`src/rtl/register_resetless.sv`:
```
// Single-word holding register: rising-edge load under wrEn, asynchronous active-high
// clear to RESET_VALUE. dataOut always reflects the stored flops, never dataIn directly.
module register_resetless #(
    parameter int unsigned      WIDTH       = 32,
    parameter logic [WIDTH-1:0] RESET_VALUE = {WIDTH{1'b0}},
    parameter logic [WIDTH-1:0] INIT_VALUE  = {WIDTH{1'b0}}
) (
    input  logic             clk,
    input  logic             reset,
    input  logic             wrEn,
    input  logic [WIDTH-1:0] dataIn,
    output logic [WIDTH-1:0] dataOut
);

    // Declaration initialiser supplies the power-up contents before any reset or load.
    logic [WIDTH-1:0] data_q = INIT_VALUE;
    logic [WIDTH-1:0] data_d;

    // Ternary (not if/else) so an X on wrEn propagates into the stored word.
    always_comb begin
        data_d = wrEn ? dataIn : data_q;
    end

    always_ff @(posedge clk or posedge reset) begin
        if (reset) begin
            data_q <= RESET_VALUE;
        end else begin
            data_q <= data_d;
        end
    end

    assign dataOut = data_q;

endmodule

```
`config.mk`:
```
export PLATFORM = sky130hd
export DESIGN_NAME = register_resetless
export DESIGN_NICKNAME = d
export VERILOG_FILES = /design/src/rtl/register_resetless.sv
export SDC_FILE = /design/constraint.sdc
export NUM_CORES = 1
export LEC_CHECK = 0
export BUFFER_PORTS_ARGS = -buffer_cell sky130_fd_sc_hd__clkbuf_2
export CAP_MARGIN = 20
export CORE_ASPECT_RATIO = 1.4
export CORE_MARGIN = 2
export CORE_UTILIZATION = 30
export DETAILED_ROUTE_END_ITERATION = 12
export PLACE_DENSITY = 0.63
export SYNTH_ARGS = -nofsm -noshare
export SYNTH_HDL_FRONTEND = slang
export SYNTH_SLANG_ARGS = --single-unit
```
`constraint.sdc`:
```
create_clock -name clk -period 1.4 [get_ports clk]
set_input_delay 0.28 -clock clk [delete_from_list [all_inputs] [get_ports clk]]
set_output_delay 0.28 -clock clk [all_outputs]
set_load 0.1 [all_outputs]
```
==> results.md <==
* Outcome: finished clean
* Layout cells sized above 1 at 74.83%
* Worst-path cell chain: buf_4
* Initial antenna violation count at 0
* Post-Syn Nets at between 100 and 150
* Routed WL at 2825 um
* Setup TNS at 0 ps
* Placement Cell Area at 2048 um^2
* Setup-failing EPs final at 0
* Logic pwr share at around 41%
* Cell Pwr Density at 1439 nW/um^2
* Row count at 28
* HPWL after DPL at 2180 um
* Core Footprint at 4274 um^2
* Critical R2R Launch: dataOut[0]
* Hold Crit Class: in2reg
* Total Routing Usage GR at 12.15%
* NetSw at 1.230 mW
* DR DRC count at 0
* Via density at 4.099
* Placement-stage worst setup slack at about 250 ps
* Crit path launch type: register
* Synth cell types at 6
* Area grow syn2layout at 59.28%
* Final min period at 1230 ps
* Sw Share at 39.79%
* Vias at 832
* Worst path bufs/invs at 1
* Post-CTS Hold Buffers at 1
* Clock power share at 23.3%
* Die area at about 5100 um^2
* Clock Skews at 0 ps
* # Max-Cap Violations at 0
* Final hold violations at 0
* Max Transition Viols Final at 0
* Headroom to the max-slew limit at 81.43%
* DR pass1 iterations at 2
* DRT iter0 DRCs at 13
* FMAX at 812.7 MHz
* Clock sink count at 32
* CTS Buffer Depth at 2
* Gates resized, CTS repair at 0
* Detail Route Antenna Nets at 0
* Largest net degree at the start of global routing at 33
* Crit. Startpoint: dataOut[23]
* Clock Tree Root: clkbuf_8
* CP max FO at 2
* Leak Pwr at 1.089 nW
* CP top delay family: flip-flops
* DR WL/cell at ~14 um
* Die Ht at 83.34 um
* Routability cong. at roughly 0.63
* First-pass GRT wire length at 4540 um
* # nets final at 177
* Vias in the first global route at 948
* Setup Buffers After CTS at 0
* Remaining Overflow, GRT at 0
* Cell Int Power at 1.861 mW
* # H-tree levels at 2
* Initial Util at about a third
* Ant. Diodes at 0
* Syn Area/Cell at 19.55 um^2
* Critical path's slowest cell: dfrtp_1
* Post-synthesis register bit count at 32
* Mapped Area at 1349 um^2
* Sequential share of power at 35.8%
* Share of the cycle needed by the critical path after routing at 87.89%
* RSZ-0062 raised after global routing: no
* Final Power at between 3 and 4 mW
* Crit. End Element: output port
* CTS tree: built
* Critical path's largest stage delay at 370 ps
* Origin of the worst min-delay path: dataIn[11]
* Number of port buffers at 66
* Final core occ at 50.26%
* Clock slew at reported path FFs at 70 ps
* Worst EP required at ~1100 ps
* Final worst-path setup slack at 169.5 ps
* Ys Warns at 0
* Data arrival, critical path at 950 ps
* Worst slew pin tran at 280.8 ps
* Design area at 2148 um^2
* Chip width at just over 60 um
* TritonCTS buffer count at 5
* Max FFs per register at 32
* Post-synthesis sequential area ratio at 59.37%
* Post-Syn Instances at 69
* VDD IR max at 800.9 uV
* Clock latency on the worst-skew pair at 270 ps
* CP Class: reg2out
* I/O pin total at 67
-- power groups by stage --
stage	logic [mW]	registers (mW)	clock network, mW
floorplan	0.206	1.77	0
global placement	1.26	1.12	0
detailed placement	1.27	1.12	0
CTS	1.28	1.11	0.742
global route	1.30	1.12	0.773
finish	1.27	1.11	0.719
-- layout make-up --
class	count	area [um^2]
well taps	60	75.07
multi-input cells	32	473.0
flip-flops and latches	32	800.8
inverters	1	3.754
fillers	394	2126
repair buffers	70	705.7
clock buffers	8	90.09
-- synth_stat cells --
library cell / n / area (um^2)
buf_12: 3 / 60.06
mux2_2: 2 / 22.52
mux2_4: 30 / 450.4
buf_6: 1 / 11.26
dfrtp_1: 32 / 800.8
inv_1: 1 / 3.750
-- layout by cell type (no fill, tap or decap), drive strengths merged --
cell type,netlist,layout
dfrtp,32,32
inv,1,1
clkbuf,0,42
dlygate4sd3,0,1
mux2,32,32
buf,4,35
-- final timing paths --
kind                       slack [ps]  cells past startpoint     endpoint
max reg2reg                       580                      1   dataOut[0]
max in group asynchronous         590                      4  dataOut[18]
min                               230                      2  dataOut[11]
min reg2reg                       510                      1  dataOut[13]
max                               170                      1  dataOut[23]
min in group asynchronous         570                      4   dataOut[5]
-- stage by stage --
step	hold slack, ps	cells
after floorplan	396.2	69
after global placement	284.5	194
after detailed placement	298.4	194
after CTS	220.1	203
after global routing	227.8	203
final	227.1	203
-- per-layer routing --
layer / part of all wire, % / vias to the layer above / track usage, %
li1: - / 382 / -
met1: 35 / 412 / 12.85
met2: 58 / 33 / 21.11
met3: 5.0 / 5 / 3.271
met4: 2.2 / 0 / 5.929
met5: 0 / - / 0
-- cells by family after synthesis --
logic type,after synthesis,share of synthesized area (%)
buffers and inverters,5,5.566
multiplexers,32,35.06
flip-flops,32,59.37
Power figures use the tool's default switching activity.
